==> src/rtl/multi_input_conditioner_if.sv <==
// Pin-side and control-side signals of the multi-channel input conditioner.
// The master side drives the raw inputs and controls; the slave side is the conditioner.
interface multi_input_conditioner_if #(
    parameter int CH = 4
);
    logic [CH-1:0] in;
    logic [1:0]    mode;
    logic [CH-1:0] clr_tgl;
    logic [CH-1:0] level;
    logic [CH-1:0] pulse;
    logic [CH-1:0] tgl;
    logic          any_pulse;

    modport master (
        output in, mode, clr_tgl,
        input  level, pulse, tgl, any_pulse
    );

    modport slave (
        input  in, mode, clr_tgl,
        output level, pulse, tgl, any_pulse
    );
endinterface

==> src/rtl/multi_input_conditioner.sv <==
// N-channel button/switch conditioner: synchroniser, counter debouncer,
// mode-selected edge pulse and latch-on/latch-off toggle per channel.
module multi_input_conditioner #(
    parameter int CH          = 4,
    parameter int SYNC_STAGES = 2,
    parameter int DEB_CNT     = 3,
    parameter int CNT_W       = 4
) (
    input  logic                    CLK_1hz,
    input  logic                    rst,
    multi_input_conditioner_if.slave bus
);

    localparam logic [CNT_W-1:0] CNT_MAX = CNT_W'(DEB_CNT - 1);

    logic [SYNC_STAGES-1:0] sync_q [CH];
    logic [CNT_W-1:0]       cnt_q  [CH];
    logic [CH-1:0]          level_q;
    logic [CH-1:0]          pulse_q;
    logic [CH-1:0]          tgl_q;

    logic [CH-1:0]          s;
    logic [CH-1:0]          accept;
    logic [CH-1:0]          pulse_d;

    // Accept fires on the last of DEB_CNT differing samples; mode decides which directions pulse
    always_comb begin
        s       = '0;
        accept  = '0;
        pulse_d = '0;
        for (int i = 0; i < CH; i++) begin
            s[i]      = sync_q[i][SYNC_STAGES-1];
            accept[i] = (s[i] != level_q[i]) && (cnt_q[i] == CNT_MAX);
            case (bus.mode)
                2'b00:   pulse_d[i] = accept[i] &  s[i];
                2'b01:   pulse_d[i] = accept[i] & ~s[i];
                2'b10:   pulse_d[i] = accept[i];
                default: pulse_d[i] = 1'b0;
            endcase
        end
    end

    always_ff @(posedge CLK_1hz) begin
        if (!rst) begin
            for (int i = 0; i < CH; i++) begin
                sync_q[i] <= '0;
                cnt_q[i]  <= '0;
            end
            level_q <= '0;
            pulse_q <= '0;
            tgl_q   <= '0;
        end else begin
            for (int i = 0; i < CH; i++) begin
                sync_q[i] <= {sync_q[i][SYNC_STAGES-2:0], bus.in[i]};
                if (s[i] == level_q[i]) begin
                    cnt_q[i] <= '0;
                end else if (accept[i]) begin
                    level_q[i] <= s[i];
                    cnt_q[i]   <= '0;
                end else begin
                    cnt_q[i] <= cnt_q[i] + 1'b1;
                end
                // A clear wins over a flip arriving on the same edge
                if (bus.clr_tgl[i]) begin
                    tgl_q[i] <= 1'b0;
                end else if (pulse_d[i]) begin
                    tgl_q[i] <= ~tgl_q[i];
                end
            end
            pulse_q <= pulse_d;
        end
    end

    assign bus.level     = level_q;
    assign bus.pulse     = pulse_q;
    assign bus.tgl       = tgl_q;
    assign bus.any_pulse = |pulse_q;

endmodule

==> src/flat_wrapper.sv <==
// flat-port wrapper written by rule: the top's interface ports become plain ports
module multi_input_conditioner_flat 
#(
    parameter int CH          = 4,
    parameter int SYNC_STAGES = 2,
    parameter int DEB_CNT     = 3,
    parameter int CNT_W       = 4
)
  (CLK_1hz, rst, bus_in, bus_mode, bus_clr_tgl, bus_level, bus_pulse, bus_tgl, bus_any_pulse);
  multi_input_conditioner_if #(.CH(CH)) bus_i ();
  input  logic CLK_1hz;
  input  logic rst;
  input wire logic [$bits(bus_i.in)-1:0] bus_in;
  input wire logic [$bits(bus_i.mode)-1:0] bus_mode;
  input wire logic [$bits(bus_i.clr_tgl)-1:0] bus_clr_tgl;
  output wire logic [$bits(bus_i.level)-1:0] bus_level;
  output wire logic [$bits(bus_i.pulse)-1:0] bus_pulse;
  output wire logic [$bits(bus_i.tgl)-1:0] bus_tgl;
  output wire logic [$bits(bus_i.any_pulse)-1:0] bus_any_pulse;
  assign bus_i.in = bus_in;
  assign bus_i.mode = bus_mode;
  assign bus_i.clr_tgl = bus_clr_tgl;
  assign bus_level = bus_i.level;
  assign bus_pulse = bus_i.pulse;
  assign bus_tgl = bus_i.tgl;
  assign bus_any_pulse = bus_i.any_pulse;
  multi_input_conditioner #(.CH(CH), .SYNC_STAGES(SYNC_STAGES), .DEB_CNT(DEB_CNT), .CNT_W(CNT_W)) u_core (.CLK_1hz(CLK_1hz), .rst(rst), .bus(bus_i));
endmodule
==> config.mk <==
export PLATFORM = sky130hd
export DESIGN_NAME = multi_input_conditioner_flat
export DESIGN_NICKNAME = d
export VERILOG_FILES = /design/src/rtl/multi_input_conditioner_if.sv /design/src/rtl/multi_input_conditioner.sv /design/src/flat_wrapper.sv
export SDC_FILE = /design/constraint.sdc
export NUM_CORES = 1
export LEC_CHECK = 0
export CAP_MARGIN = 10
export CORE_ASPECT_RATIO = 1.75
export CORE_MARGIN = 3
export CORE_UTILIZATION = 25
export CTS_BUF_LIST = sky130_fd_sc_hd__clkbuf_8
export CTS_CLUSTER_DIAMETER = 150
export DETAILED_ROUTE_END_ITERATION = 12
export GPL_ROUTABILITY_DRIVEN = 0
export PLACE_DENSITY = 0.54
export REMOVE_ABC_BUFFERS = 1
export SLEW_MARGIN = 10
export SYNTH_ARGS = -nofsm -noshare
export SYNTH_HDL_FRONTEND = slang
export SYNTH_SLANG_ARGS = --single-unit
==> constraint.sdc <==
create_clock -name CLK_1hz -period 2.1 [get_ports CLK_1hz]
set_input_delay 0.525 -clock CLK_1hz [delete_from_list [all_inputs] [get_ports CLK_1hz]]
set_output_delay 0.525 -clock CLK_1hz [all_outputs]
set_load 0.03 [all_outputs]
==> metrics.md, run 1 <==
| Metric | Value |
|---|---|
| Fin crit share | `94.1%` |
| CTS tree | `built` |
| Hold depth | `1` |
| Worst Skew | `0.00591 ns` |
| Slowest cell on crit path | `or4_1` |
| Cells after synthesis | `141` |
| Clock sink count | `36` |
| Netlist cell types | `24` |
| Cell row count | `38` |
| Crit. path cell count | `2` |
| Height of the die | `113 um` |
| Async SR Flop Fraction | `0%` |
| Buffers & Inverters on Critical Path | `1` |
| Worst Hold End | `u_core.sync_q[0][5]` |
| DR DRC count | `0` |
| Endpoints failing setup | `0` |
| Cts hold-fix bufs | `0` |
| Reg-to-Reg Start | `u_core.cnt_q[0][4]` |
| RSZ-0062 raised after global routing | `false` |
| FF-to-FF End | `u_core.bus.tgl[1]` |
| CP peak stage delay | `0.50 ns` |
| Share of the synthesized area in the top cell type | `29.3%` |
| Total Routing Usage GR | `8.47%` |
| Final Hold Viols | `0` |
| CP Capture Type | `primary output` |
| Setup TNS | `0 ns` |
| Final Power | `0.00136 W` |
| Clk network pwr share | `35.7%` |
| Via count | `1088` |
| Diodes inserted | `0` |
| ANT nets after route | `0` |
| Hold Startpoint | `u_core.sync_q[0][4]` |
| DP Wirelength | `2.06 mm` |
| Pleak | `0.855 nW` |
| Ys flop type | `dfxtp_1` |
| Max IR drop VDD | `0.000264 V` |
| Core area | `6280 um2` |
| Area growth, synth to finish | `30.1%` |
| CTS buffer count | `5` |
| Nature of the critical path startpoint | `register` |
| Worst-path clk slew | `0.06 ns` |
| Critical path type | `register to primary output` |
| Final Max Slew Viols | `0` |
| Comb pwr share | `7.5%` |
| Die extent in x | `67.2 um` |
| Internal | `0.00107 W` |
| Post-CTS sizing | `1` |
| Post-route worst setup slack | `0.123 ns` |
| Max-cap violation count | `0` |
| Delay-heaviest family, CP | `simple AND/OR/NAND/NOR gates` |
| Max FO, Critical Path | `2` |
| Wirelength per Cell | `10.0 um` |
| Initial core utilization | `26.1%` |
| CP Data Required Time | `1.57 ns` |
| Fraction of layout cells with a size suffix above 1 | `6.45%` |
| Post-layout util | `34.0%` |
| Critical path data arrival time | `1.45 ns` |
| CTS root buf | `clkbuf_8` |
| Syn_area_per_cell | `11.6 um2` |
| I/O pin count | `25` |
| Setup Fix Bufs, Post-CTS | `0` |
| Yosys Warn Count | `0` |
| First-pass GRT wire length | `4.82 mm` |
| Final min period | `1.98 ns` |
| DR pass1 iterations | `2` |
| FF-to-FF setup slack | `0.50 ns` |
| Pre-CTS WS | `0.173 ns` |
| F_max | `0.506 GHz` |
| WL final | `2.67 mm` |
| Initial antenna violation count | `0` |
| Number of flops mapped to enable cells by yosys | `16` |
| Synth area leader | `edfxtp_1` |
| Placed Area | `2040 um2` |
| Via density | `4.09` |
| Clock Latency Late Sink | `0.28 ns` |
| CTS Buffer Depth | `2` |
| GRT overflow | `0` |
| Seq cells post-synth | `36` |
| Largest net degree at the start of global routing | `29` |
| Port-buffer cells | `24` |
| # H-tree levels | `2` |
| Switching share of power | `21.3%` |
| Area contributors post-synth | `edfxtp_1 (29%), dfxtp_1 (24%), ha_1 (6.1%)` |
| Fin area | `2130 um2` |
| Sequential Power Share | `56.8%` |
| Outcome | `complete, no violations` |
| Fin nets | `205` |
| R2R depth | `5` |
| 1st-iter DRT viols | `21` |
| Min-delay worst type | `register to register` |
| Net Sw Power | `0.000289 W` |
| Die area | `7600 um2` |
| Vias in the first global route | `1105` |
| Cell area power density | `637 nW/um2` |
| Seq/Total Area, Yosys | `53.8%` |
| Mapped Area | `1640 um2` |
| CP Cell Sequence | `or4_1, dlygate4sd2_1` |
[routing by layer]
layer  vias up  GRT usage, %  wire length (um)
met5         -             0                 0
met4         0          4.88                56
met3         4          3.28               165
met2        20          13.9              1380
met1       498          8.99              1070
li1        566             -                 -
[area by class of cell]
cell class	count	area, um2
clock buffer	6	82.6
clock inverter	2	7.51
fill	693	4150
inverter	4	15.0
multi-input combinational	113	786
sequential	36	881
tap	80	100
timing repair buffer	25	259
[flip-flops by register name (all words and copies together), names as in the netlist]
register          count
u_core.bus.level      4
u_core.cnt_q         16
u_core.bus.tgl        4
u_core.sync_q         8
u_core.bus.pulse      4
[cells in the mapped netlist, types with 7 or more instances]
master / number
nand3_1: 8
ha_1: 8
mux2i_1: 8
nor2_1: 16
dfxtp_1: 20
edfxtp_1: 16
xor2_1: 7
and2_1: 8
[through the flow]
stage / std cells / hold WS [ns]
finish: 266 / 0.432
global route: 266 / 0.445
floorplan: 153 / 0.412
CTS: 266 / 0.435
global placement: 258 / 0.415
detailed placement: 258 / 0.419
[how the worst max path moves through the flow]
stage / start / endpoint
floorplan: u_core.bus.pulse[1] / bus_any_pulse
global placement: u_core.bus.pulse[1] / bus_any_pulse
detailed placement: u_core.bus.pulse[1] / bus_any_pulse
CTS: u_core.bus.pulse[1] / bus_any_pulse
global route: u_core.bus.pulse[1] / bus_any_pulse
finish: u_core.bus.pulse[1] / bus_any_pulse
[cells in the final DEF (no fill, tap or decap), drive strengths merged, types with 6 or more instances in the layout]
master / netlist / layout
and2: 8 / 8
clkbuf: 2 / 6
clkdlybuf4s50: 0 / 23
conb: 1 / 16
dfxtp: 20 / 20
edfxtp: 16 / 16
ha: 8 / 8
inv: 4 / 6
mux2i: 8 / 8
nand3: 8 / 8
nor2: 16 / 16
or3b: 8 / 8
xor2: 8 / 8
[power by group through the flow]
stage                     registers, W  clock network [W]   logic, W
after floorplan               0.000785                  0  0.0000555
after global placement        0.000787                  0   0.000102
after detailed placement      0.000788                  0   0.000103
after CTS                     0.000772           0.000512   0.000103
after global routing          0.000775           0.000535   0.000118
final                         0.000771           0.000485   0.000102
[cell families after synthesis]
group | share of synthesized area (%)
AOI/OAI and AO/OA | 1.22
muxes | 4.89
xor gates and xnor gates | 6.88
and+or+nand+nor | 25.2
other | 0.229
adders and majority gates | 6.11
buffers and inverters | 1.68
DFF | 53.8
Power figures use the tool's default switching activity.
==> run 2: changes to the inputs <==
CORE_MARGIN = 2   (was 3)
==> metrics.md, run 2 (synthesis gave the netlist of run 1 again) <==
| Metric | Value |
|---|---|
| ANT nets after route | `0 (unchanged)` |
| Max FO, Critical Path | `2 (unchanged)` |
| Worst-path clk slew | `0.07 ns (about the same)` |
| DR pass1 iterations | `4 (+2)` |
| CP Capture Type | `primary output` |
| Die extent in x | `65.2 um (-3.0%)` |
| CTS tree | `built` |
| Post-route worst setup slack | `0.123 ns (-0.000640 ns)` |
| Initial antenna violation count | `0 (unchanged)` |
| CP Data Required Time | `1.57 ns (about the same)` |
| Critical path type | `register to primary output` |
| 1st-iter DRT viols | `22 (+4.8%)` |
| Max IR drop VDD | `0.000422 V (+60%)` |
| I/O pin count | `25 (unchanged)` |
| R2R depth | `5 (unchanged)` |
| Cell area power density | `677 nW/um2 (+6.2%)` |
| Final cell count without fillers | `268 (+0.75%)` |
| Placed Cells | `260 (+0.78%)` |
| Area growth, synth to finish | `31.3%` |
| Endpoints failing setup | `0 (unchanged)` |
| Uppermost routed layer | `met4` |
| Nature of the critical path startpoint | `register` |
| Critical path data arrival time | `1.45 ns (about the same)` |
| Initial core utilization | `25.4% (-0.67 points)` |
| Net Sw Power | `0.000298 W (+2.9%)` |
| Most common cell after layout, fill and taps aside | `clkdlybuf4s50_1` |
| # H-tree levels | `2 (unchanged)` |
| Pre-CTS WS | `0.182 ns (+0.00895 ns)` |
| Filler cells | `703 (+1.4%)` |
| Via density | `4.05 (-0.93%)` |
| Most frequent cells in the layout | `clkdlybuf4s50_1 (23), dfxtp_1 (20), nor2_1 (16), edfxtp_1 (16), conb_1 (16)` |
| Final Hold Viols | `0 (unchanged)` |
| Via count | `1086 (-0.18%)` |
| Max-cap violation count | `0 (unchanged)` |
| WL final | `2.68 mm (+0.15%)` |
| Height of the die | `111 um (-1.8%)` |
| Met1 wire length | `1.13 mm (+5.6%)` |
| Switching share of power | `20.5% (-0.86 points)` |
| RSZ-0062 raised after global routing | `false` |
| CP Cell Sequence | `or4_1, dlygate4sd2_1` |
| DR WL met2 | `1.37 mm (-1.4%)` |
| Die area | `7240 um2 (-4.7%)` |
| Total Routing Usage GR | `8.26% (-0.21 points)` |
| Core area | `6440 um2 (+2.6%)` |
| CTS root buf | `clkbuf_8` |
| CTS Buffer Depth | `2 (unchanged)` |
| Sequential Power Share | `53.0% (-3.8 points)` |
| Fin crit share | `94.2% (about the same)` |
| Slowest cell on crit path | `or4_1` |
| Final min period | `1.98 ns (+0.000640 ns)` |
| Comb pwr share | `7.1% (-0.4 points)` |
| Final Max Slew Viols | `0 (unchanged)` |
| Setup Fix Bufs, Post-CTS | `0 (unchanged)` |
| Cell row count | `39 (+2.6%)` |
| GRT overflow | `0 (unchanged)` |
| DP Wirelength | `1.99 mm (-3.2%)` |
| Pleak | `0.860 nW (+0.65%)` |
| Most flops, register | `u_core.cnt_q` |
| Clock sink count | `36 (unchanged)` |
| Fin nets | `205 (unchanged)` |
| Fraction of layout cells with a size suffix above 1 | `6.99% (+0.54 points)` |
| First-pass GRT wire length | `4.62 mm (-4.1%)` |
| DR DRC count | `0 (unchanged)` |
| Setup TNS | `0 ns (unchanged)` |
| Hold depth | `1 (unchanged)` |
| Port-buffer cells | `24 (unchanged)` |
| FF-to-FF setup slack | `0.49 ns (about the same)` |
| Met3 WL | `129 um (-22%)` |
| Worst Skew | `0.00709 ns (+0.00119 ns)` |
| F_max | `0.506 GHz (about the same)` |
| Largest net degree at the start of global routing | `29 (unchanged)` |
| Min-delay worst type | `register to register` |
| CP peak stage delay | `0.50 ns (about the same)` |
| Diodes inserted | `0 (unchanged)` |
| Clk network pwr share | `40.0% (+4.3 points)` |
| Vias in the first global route | `1076 (-2.6%)` |
| Wirelength per Cell | `9.99 um (-0.60%)` |
| Clock Latency Late Sink | `0.28 ns (about the same)` |
| Max FFs per register | `16 (unchanged)` |
| CTS buffer count | `5 (unchanged)` |
| Internal | `0.00116 W (+8.4%)` |
| Top flop regs | `u_core.cnt_q (16), u_core.sync_q (8)` |
| Outcome | `complete, no violations` |
## run 2: cell count changes in the layout (fill, tap and decap cells not counted), sizes merged
cell	change
clkinv	+1
inv	-1
bufinv	+1
clkbuf	-1
## run 2: final cells by class
type,instances,area (um2),share of cell area [%]
Multi-Input combinational cell,113,786,36.5
Inverter,4,15.0,0.698
Timing Repair Buffer,25,259,12.0
Clock buffer,5,68.8,3.20
Clock inverter,3,38.8,1.80
Tap cell,82,103,4.77
Sequential cell,36,881,41.0
## run 2: what timing repair did
action / CTS / global route
hold buffers: 0 / 0
endpoints found under the setup margin: 1 / 0
endpoints found under the hold margin: 0 / 0
resized for setup: 1 / 0
## run 2: metal layers
metal | GRT usage [%] | vias to the layer above
li1 | - | 564
met1 | 8.75 | 494
met2 | 14.1 | 24
met3 | 3.05 | 4
met4 | 3.75 | 0
met5 | 0 | -
## run 2: power groups by stage
stage               registers (W)   logic, W  clock network (W)
floorplan                0.000785  0.0000555                  0
detailed placement       0.000787   0.000103                  0
finish                   0.000771   0.000103           0.000582
global placement         0.000787   0.000102                  0
global route             0.000774   0.000117           0.000633
CTS                      0.000772   0.000103           0.000608
## run 2: critical path: cells and delay by family, from the launching register on
family	cells	cell delay, ns
flip-flops	1	0.31
buffers and inverters	1	0.36
AND/OR/NAND/NOR	1	0.50
## run 2: worst paths after layout
kind	startpoint	endpoint
min	u_core.sync_q[0][4]	u_core.sync_q[0][5]
min reg2reg	u_core.sync_q[0][4]	u_core.sync_q[0][5]
max	u_core.bus.pulse[1]	bus_any_pulse
max reg2reg	u_core.cnt_q[0][4]	u_core.bus.tgl[1]
## run 2: per-stage QoR
step	hold WS (ns)	cell area, um2	util, %	power (W)
floorplan	0.412	1680	-	0.000841
global placement	0.415	2040	31.7	0.000889
detailed placement	0.419	2040	31.7	0.000890
CTS	0.437	2150	33.4	0.00148
global route	0.446	2150	33.4	0.00152
finish	0.436	2150	33.4	0.00146
==> run 3: changes to the inputs <==
CAP_MARGIN = unset   (was 10)
==> results of run 3 <==
Same layout as run 2: the final DEF is identical, and so are final timing and power.
